File: config.mk
export PLATFORM = sky130hd
export DESIGN_NAME = fmul_operand_packer_5_3
export DESIGN_NICKNAME = d
export VERILOG_FILES = /design/src/rtl/fmul_operand_packer_5_3.sv
export SDC_FILE = /design/constraint.sdc
export NUM_CORES = 1
export LEC_CHECK = 0
export ABC_CLOCK_PERIOD_IN_PS = 5600
export CORE_MARGIN = 5
export CORE_UTILIZATION = 34
export DETAILED_ROUTE_END_ITERATION = 12
export GPL_ROUTABILITY_DRIVEN = 0
export GPL_TIMING_DRIVEN = 0
export SLEW_MARGIN = 20
export SYNTH_ARGS = -nofsm -noshare
export SYNTH_HDL_FRONTEND = slang
export SYNTH_SLANG_ARGS = --single-unit
File: constraint.sdc
create_clock -name clk -period 5.6 [get_ports clk]
set_input_delay 1.68 -clock clk [delete_from_list [all_inputs] [get_ports clk]]
set_output_delay 1.68 -clock clk [all_outputs]
set_load 0.02 [all_outputs]
File: src/rtl/fmul_operand_packer_5_3.sv
// Joins two IEEE-style 9-bit operand streams into FloPoCo 11-bit X/Y pairs,
// buffered in a 2-entry FIFO, with a saturating count of flushed subnormals.
module fmul_operand_packer_5_3 #(
  parameter int unsigned FLUSH_CNT_W = 8
) (
  input  logic                   clk,
  input  logic                   rst_n,
  input  logic                   a_valid,
  output logic                   a_ready,
  input  logic [8:0]             a_data,
  input  logic                   b_valid,
  output logic                   b_ready,
  input  logic [8:0]             b_data,
  output logic                   out_valid,
  input  logic                   out_ready,
  output logic [10:0]            out_x,
  output logic [10:0]            out_y,
  output logic [FLUSH_CNT_W-1:0] flush_cnt
);

  localparam int unsigned SUM_W = FLUSH_CNT_W + 2;
  localparam logic [SUM_W-1:0] FLUSH_MAX = {2'b00, {FLUSH_CNT_W{1'b1}}};

  typedef struct packed {
    logic [10:0] x;
    logic [10:0] y;
  } pair_t;

  // IEEE-style {sign, exp, frac} to FloPoCo {exc, sign, exp, frac}; subnormals flush to zero
  function automatic logic [10:0] to_flopoco(input logic [8:0] d);
    logic [10:0] r;
    r = {2'b00, d[8], 8'h00};
    if (d[7:3] == 5'd31)
      r = {(d[2:0] == 3'd0) ? 2'b10 : 2'b11, d[8], 8'h00};
    else if (d[7:3] != 5'd0)
      r = {2'b01, d};
    return r;
  endfunction

  pair_t          mem [2];
  logic           wr_ptr;
  logic           rd_ptr;
  logic [1:0]     count;
  logic           space;
  logic           push;
  logic           pop;
  logic           a_sub;
  logic           b_sub;
  logic [SUM_W-1:0] flush_sum;
  logic [1:0]     count_nxt;

  // Join: both operands are consumed together or not at all
  assign space   = (count != 2'd2);
  assign a_ready = space & b_valid;
  assign b_ready = space & a_valid;
  assign push    = a_valid & b_valid & space;
  assign pop     = out_valid & out_ready;

  assign out_valid = (count != 2'd0);
  assign out_x     = mem[rd_ptr].x;
  assign out_y     = mem[rd_ptr].y;

  assign a_sub = (a_data[7:3] == 5'd0) && (a_data[2:0] != 3'd0);
  assign b_sub = (b_data[7:3] == 5'd0) && (b_data[2:0] != 3'd0);

  // Wide enough to hold an overshoot of 2 before saturation
  assign flush_sum = {2'b00, flush_cnt} + SUM_W'(a_sub) + SUM_W'(b_sub);

  always_comb begin
    count_nxt = count;
    case ({push, pop})
      2'b10:   count_nxt = count + 2'd1;
      2'b01:   count_nxt = count - 2'd1;
      default: count_nxt = count;
    endcase
  end

  always_ff @(posedge clk or negedge rst_n) begin
    if (!rst_n) begin
      wr_ptr    <= 1'b0;
      rd_ptr    <= 1'b0;
      count     <= 2'd0;
      flush_cnt <= '0;
      for (int i = 0; i < 2; i++) mem[i] <= '0;
    end else begin
      count <= count_nxt;
      if (push) begin
        mem[wr_ptr] <= '{x: to_flopoco(a_data), y: to_flopoco(b_data)};
        wr_ptr      <= ~wr_ptr;
        flush_cnt   <= (flush_sum > FLUSH_MAX) ? FLUSH_MAX[FLUSH_CNT_W-1:0]
                                               : flush_sum[FLUSH_CNT_W-1:0];
      end
      if (pop) rd_ptr <= ~rd_ptr;
    end
  end

endmodule

==> flow_summary.yaml, run 1 <==
critical_path:
  crit_buf_inv: 2
  startpoint_type: "primary input"
  ff2ff_path_depth: 7
  r2r_start: "flush_cnt[0]$_DFFE_PN0P_"
  r2r-end: "flush_cnt[6]$_DFFE_PN0P_"
  cp_slowest_cell: "clkdlybuf4s50_1"
  rrSetupSlack_ns: 3.49
  worstSetupPathType: "primary input to primary output"
  critPathCaptureType: "primary output"
  critPathMaxStageDelay_ns: 0.60
  crit_path_max_fanout: 3
  arrival_ns: 2.90
  cp.required_ns: 3.92
  crit_chain: "clkdlybuf4s50_1 -> and2_1 -> clkdlybuf4s50_1"
  crit_path_frequent_cell: "clkdlybuf4s50_1"
  cpLargestDelayFamily: "buffers and inverters"
detailed_routing:
  wl_met1_um: 3228
  maxUsedRoutingLayer: "met4"
  dr_wl_met2_um: 3122
  drtIter0Drc: 66
  vias: 2102
  post_drt_via_cell_ratio: 5.077
  wl_per_cell_um: 15.97
  route.met3.wl_um: 185
  totalWireLength_um: 6613
  firstDrtPassIters: 4
  drcViolationCount: 0
  ant_nets: 0
global_route:
  antenna_found_initial: 0
  grt_first_pass_wirelength_um: 11370
  grt_util_all_layers_pct: 12.83
  grt_start_max_net_pins: 57
  grt-ovfl-total: 0
  grt_pass1_vias: 2226
timing:
  worst_slew_pin_slew_ns: 0.7226
  max_freq_mhz: 218.5
  tns_ns: 0
  final-hold-violation-count: 0
  finalMaxSlewViolations: 0
  finalSetupViolations: 0
  hold_slack_ns: 0.5092
  rsz0062_at_grt: "false"
  skew_ns: 0.01186
  fin_crit_sh_pct: 81.74
  slew_headroom_pct: 51.83
  fin_crit_ns: 4.578
clock_tree:
  post_cts_buffers: 0
  cts_buffers: 5
  cts_sinks: 56
  cts_buffer_depth: 2
  clkLatencyLatePin_ns: 0.31
  root_buffer: "clkbuf_8"
  htree_num_levels: 2
  cts_hold_buf: 0
  cts_resized: 0
  cts_tree: "done"
  cts.clk_slew.worst_paths_ns: 0.10
yosys:
  seq_area_frac_synth_pct: 47.14
  netlist_instances: 245
  synth-edff-count: 0
  synthFlopType: "dfrtp_1"
  postSynth.asyncResetShare_pct: 100.0
  syn_area_per_cell_um2: 12.13
  synth_cell_types: 39
  synthesis.nets: 271
  syn_area_um2: 2973
  ys_ff_latch: 56
  yosysWarnings: 0
placed_design:
  place_area_um2: 3636
  place_hpwl_um: 4834
  dp_cells: 406
  io_buffers: 53
cells_and_area:
  fin_area_um2: 3725
  fill_cells: 842
  post_route_cells_drive_above_1_share_pct: 26.47
  utilization_pct: 43.13
  diodes: 0
  ff_latch_area_um2: 1401
  multi_input_area_um2: 1434
  fin_nets: 331
  area_growth_pct: 25.29
  fin_cells: 414
worst_hold_path:
  min_to: "mem[15]$_DFFE_PN0P_"
  hp-start: "mem[15]$_DFFE_PN0P_"
  hold_path_class: "flop to flop"
  min_path_cells: 1
floorplanning:
  rows: 34
  boundaryPins: 56
  die_y_um: 103.5
  core_um2: 8636
  die_w_um: 103.5
  start_util_pct: 34.42
  die-area_um2: 10710
pwr:
  p_leak_nw: 1.542
  pwr_density_cell_nw_per_um2: 517.5
  ir_drop_v: 0.0001938
run_status:
  outcome: "complete, no violations"
flow_run:
  cap_violations: 0
==> placed cells by master, fill, tap and decap left out, types with 3 or more instances in the layout <==
master and count:
dfrtp_1 56, clkdlybuf4s50_1 52, mux2_2 47, o31ai_1 24
inv_1 13, mux2_4 10, nand2_1 9, a21boi_0 8
buf_2 7, o21ai_0 7, nor2_1 6, nor3_1 6
and2_1 5, clkbuf_8 5, clkbuf_1 4, or3_1 3
and4_1 3, nand3_1 3, nand4_1 3, a221oi_1 3
==> layer usage <==
| layer | vias up | global-route usage (%) |
|---|---|---|
| met1 | 1047 | 17.56 |
| met2 | 31 | 20.54 |
| li1 | 1018 | - |
| met4 | 0 | 4.592 |
| met3 | 6 | 1.990 |
| met5 | - | 0 |
==> cell usage after synthesis (2+ instances only) <==
library cell,instances,share of area (%)
dfrtp_1,56,47
mux2_2,47,18
o31ai_1,24,6.1
inv_1,13,1.6
mux2_4,10,5.1
nand2_1,9,1.1
a21boi_0,8,2.0
buf_2,7,1.2
o21ai_0,7,1.2
nor2_1,6,0.76
nor3_1,6,1.0
and2_1,5,1.1
a221oi_1,3,0.88
and4_1,3,0.88
clkbuf_1,3,0.38
nand3_1,3,0.50
nand4_1,3,0.63
or3_1,3,0.63
a21oi_1,2,0.34
a31oi_1,2,0.42
buf_6,2,0.76
ha_1,2,0.84
nand2b_1,2,0.42
nor4_1,2,0.42
xnor2_1,2,0.59
xor2_1,2,0.59
==> worst max path at each step <==
stage	cells past startpoint	slack, ns	to	from
5_1_grt	3	0.98	b_ready	a_valid
3_5_place_dp	10	0.91	flush_cnt[6]$_DFFE_PN0P_	b_data[7]
4_1_cts	3	1.02	b_ready	a_valid
3_3_place_gp	10	0.89	flush_cnt[6]$_DFFE_PN0P_	b_data[7]
2_1_floorplan	9	1.68	flush_cnt[6]$_DFFE_PN0P_	b_data[7]
6_report	3	1.02	b_ready	a_valid
==> power by group <==
part / internal [mW] / switching (mW)
combinational: 0.542 / 0.478
sequential: 0.578 / 0.106
clock: 0.0894 / 0.134
==> cells by family after synthesis <==
| family | share of synthesized area (%) |
|---|---|
| mux | 23.61 |
| flops | 47.14 |
| xor+xnor | 1.179 |
| buf+inv | 4.630 |
| simple gates | 10.73 |
| compound gates | 11.20 |
| fa+ha+maj | 1.515 |
==> flip-flops by register name (all words and copies together), names as in the netlist <==
signal,cells
mem,44
flush_cnt,8
count,2
rd_ptr,1
wr_ptr,1
==> layout make-up <==
type                    count  share of cell area (%)
plain buffers              13                   2.385
clock buffers               6                   1.948
clock inverters             2                  0.4367
inverters                  13                   1.310
multi-input cells         163                   38.50
flip-flops and latches     56                   37.62
well taps                 108                   3.628
repair buffers             53                   14.18
==> metrics by stage <==
| stage | setup slack, ns | power, mW |
|---|---|---|
| after floorplan | 1.676 | 1.324 |
| after global placement | 0.8908 | 1.708 |
| after detailed placement | 0.9084 | 1.722 |
| after CTS | 1.020 | 1.954 |
| after global routing | 0.9835 | 2.060 |
| final | 1.022 | 1.927 |
Note: power is estimated with default switching activity, not from simulation.
==> inputs of run 2 (changes only) <==
- ABC_CLOCK_PERIOD_IN_PS: 5600 -> 4100
- clock period: 5.6 -> 4.1 ns (I/O delays scaled with it)
==> flow_summary.yaml, run 2 (synthesized netlist as in run 1, its figures left out) <==
cells_and_area:
  ff_latch_area_um2: 1401
  final_cell_mix: "56 x dfrtp_1, 52 x clkdlybuf4s50_1, 47 x mux2_2, 24 x o31ai_1, 13 x inv_1"
  post_route_cells_drive_above_1_share_pct: 26.80
  top_regs: "mem x44, flush_cnt x8, count x2"
  largest_reg_flops: 44
  top_register: "mem"
  fin_nets: 331
  final_common_cell: "dfrtp_1"
  area_growth_pct: 25.51
  multi_input_area_um2: 1440
  diodes: 0
  fill_cells: 840
pwr:
  pwr_density_cell_nw_per_um2: 705.7
  p_leak_nw: 1.542
  ir_drop_v: 0.0002647
timing:
  fin_crit_ns: 3.853
  max_freq_mhz: 259.5
  final-hold-violation-count: 0
  worst_slew_pin_slew_ns: 0.7225
  skew_ns: 0.01187
  finalMaxSlewViolations: 0
  finalSetupViolations: 0
  rsz0062_at_grt: "false"
  fin_crit_sh_pct: 93.97
  slew_headroom_pct: 51.83
  tns_ns: 0
  hold_slack_ns: 0.5092
floorplanning:
  die_y_um: 103.5
  die-area_um2: 10710
  core_um2: 8636
  boundaryPins: 56
  start_util_pct: 34.42
  die_w_um: 103.5
  rows: 34
detailed_routing:
  vias: 2098
  ant_nets: 0
  firstDrtPassIters: 4
  post_drt_via_cell_ratio: 5.068
  drtIter0Drc: 73
  wl_per_cell_um: 15.96
  drcViolationCount: 0
  totalWireLength_um: 6608
clock_tree:
  cts_tree: "done"
  cts_sinks: 56
  post_cts_buffers: 0
  htree_num_levels: 2
  cts_hold_buf: 0
  cts_buffer_depth: 2
  root_buffer: "clkbuf_8"
  cts_buffers: 5
  cts.clk_slew.worst_paths_ns: 0.10
  clkLatencyLatePin_ns: 0.31
critical_path:
  r2r_start: "flush_cnt[0]$_DFFE_PN0P_"
  crit_path_max_fanout: 5
  startpoint_type: "primary input"
  critPathCaptureType: "flop"
  arrival_ns: 4.05
  crit_start: "b_data[7]"
  worstSetupPathType: "primary input to flop"
  cp.required_ns: 4.29
worst_hold_path:
  hp-start: "mem[15]$_DFFE_PN0P_"
  hold_path_class: "flop to flop"
global_route:
  antenna_found_initial: 0
  grt_pass1_vias: 2226
  grt-ovfl-total: 0
  grt_start_max_net_pins: 57
  grt_util_all_layers_pct: 12.83
  grt_first_pass_wirelength_um: 11370
placed_design:
  io_buffers: 53
  place_hpwl_um: 4834
flow_run:
  cap_violations: 0
run_status:
  outcome: "complete, no violations"
## run 2: cell counts in the layout (fill, tap and decap cells not counted)
Identical to the previous run, type by type.
## run 2: final cells by class
type	instances	share of cell area (%)
timing repair buffer	53	14.15
tap	108	3.622
buffer	13	2.381
sequential	56	37.56
clock inverter	2	0.4359
multi-input combinational	163	38.60
clock buffer	6	1.945
inverter	13	1.308
## run 2: routing by layer
| layer | global-route usage [%] | vias to the layer above | part of all wire, % |
|---|---|---|---|
| li1 | - | 1017 | - |
| met2 | 20.54 | 31 | 47 |
| met5 | 0 | - | 0 |
| met4 | 4.592 | 0 | 1.2 |
| met1 | 17.56 | 1044 | 49 |
| met3 | 1.990 | 6 | 2.8 |
## run 2: where the power goes
group,switching [mW],internal [mW],leakage (nW),total [mW]
clock network,0.182,0.122,0.0414,0.305
registers,0.145,0.790,0.688,0.935
logic,0.653,0.740,0.812,1.39
total,0.981,1.65,1.54,2.63
## run 2: through the flow
stage	cell area, um^2	setup slack, ns	utilization [%]	power [mW]	cells
after floorplan	2973	0.6258	-	1.809	245
after global placement	3638	-0.1592	42.13	2.333	406
after detailed placement	3636	-0.1416	42.10	2.352	406
after CTS	3725	0.1692	43.13	2.669	414
after global routing	3731	0.06269	43.20	2.814	414
final	3731	0.2471	43.20	2.633	414
## run 2: worst paths after layout
path	endpoint	slack, ns	cells past startpoint
worst max-delay path	flush_cnt[6]$_DFFE_PN0P_	0.25	10
worst min-delay path	mem[15]$_DFFE_PN0P_	0.51	1
worst max register to register	flush_cnt[6]$_DFFE_PN0P_	2.06	7
worst min register to register	mem[15]$_DFFE_PN0P_	0.51	1
max in group asynchronous	mem[18]$_DFFE_PN0P_	2.65	1
min in group asynchronous	mem[38]$_DFFE_PN0P_	0.96	1
## run 2: repair_timing
| item | in CTS | in global routing |
|---|---|---|
| setup endpoints to repair | 0 | 1 |
| gates resized for setup | 0 | 1 |
| hold endpoints to repair | 0 | 0 |
## run 2: critical path, cell delays in order
cell and delay [ns]:
clkdlybuf4s50_1 0.45, or4_1 0.61, nor2_1 0.20, nand2_1 0.12, fa_1 0.44, inv_1 0.08, ha_1 0.23, nand3_1 0.13
nor4_2 0.19, mux2_2 0.36
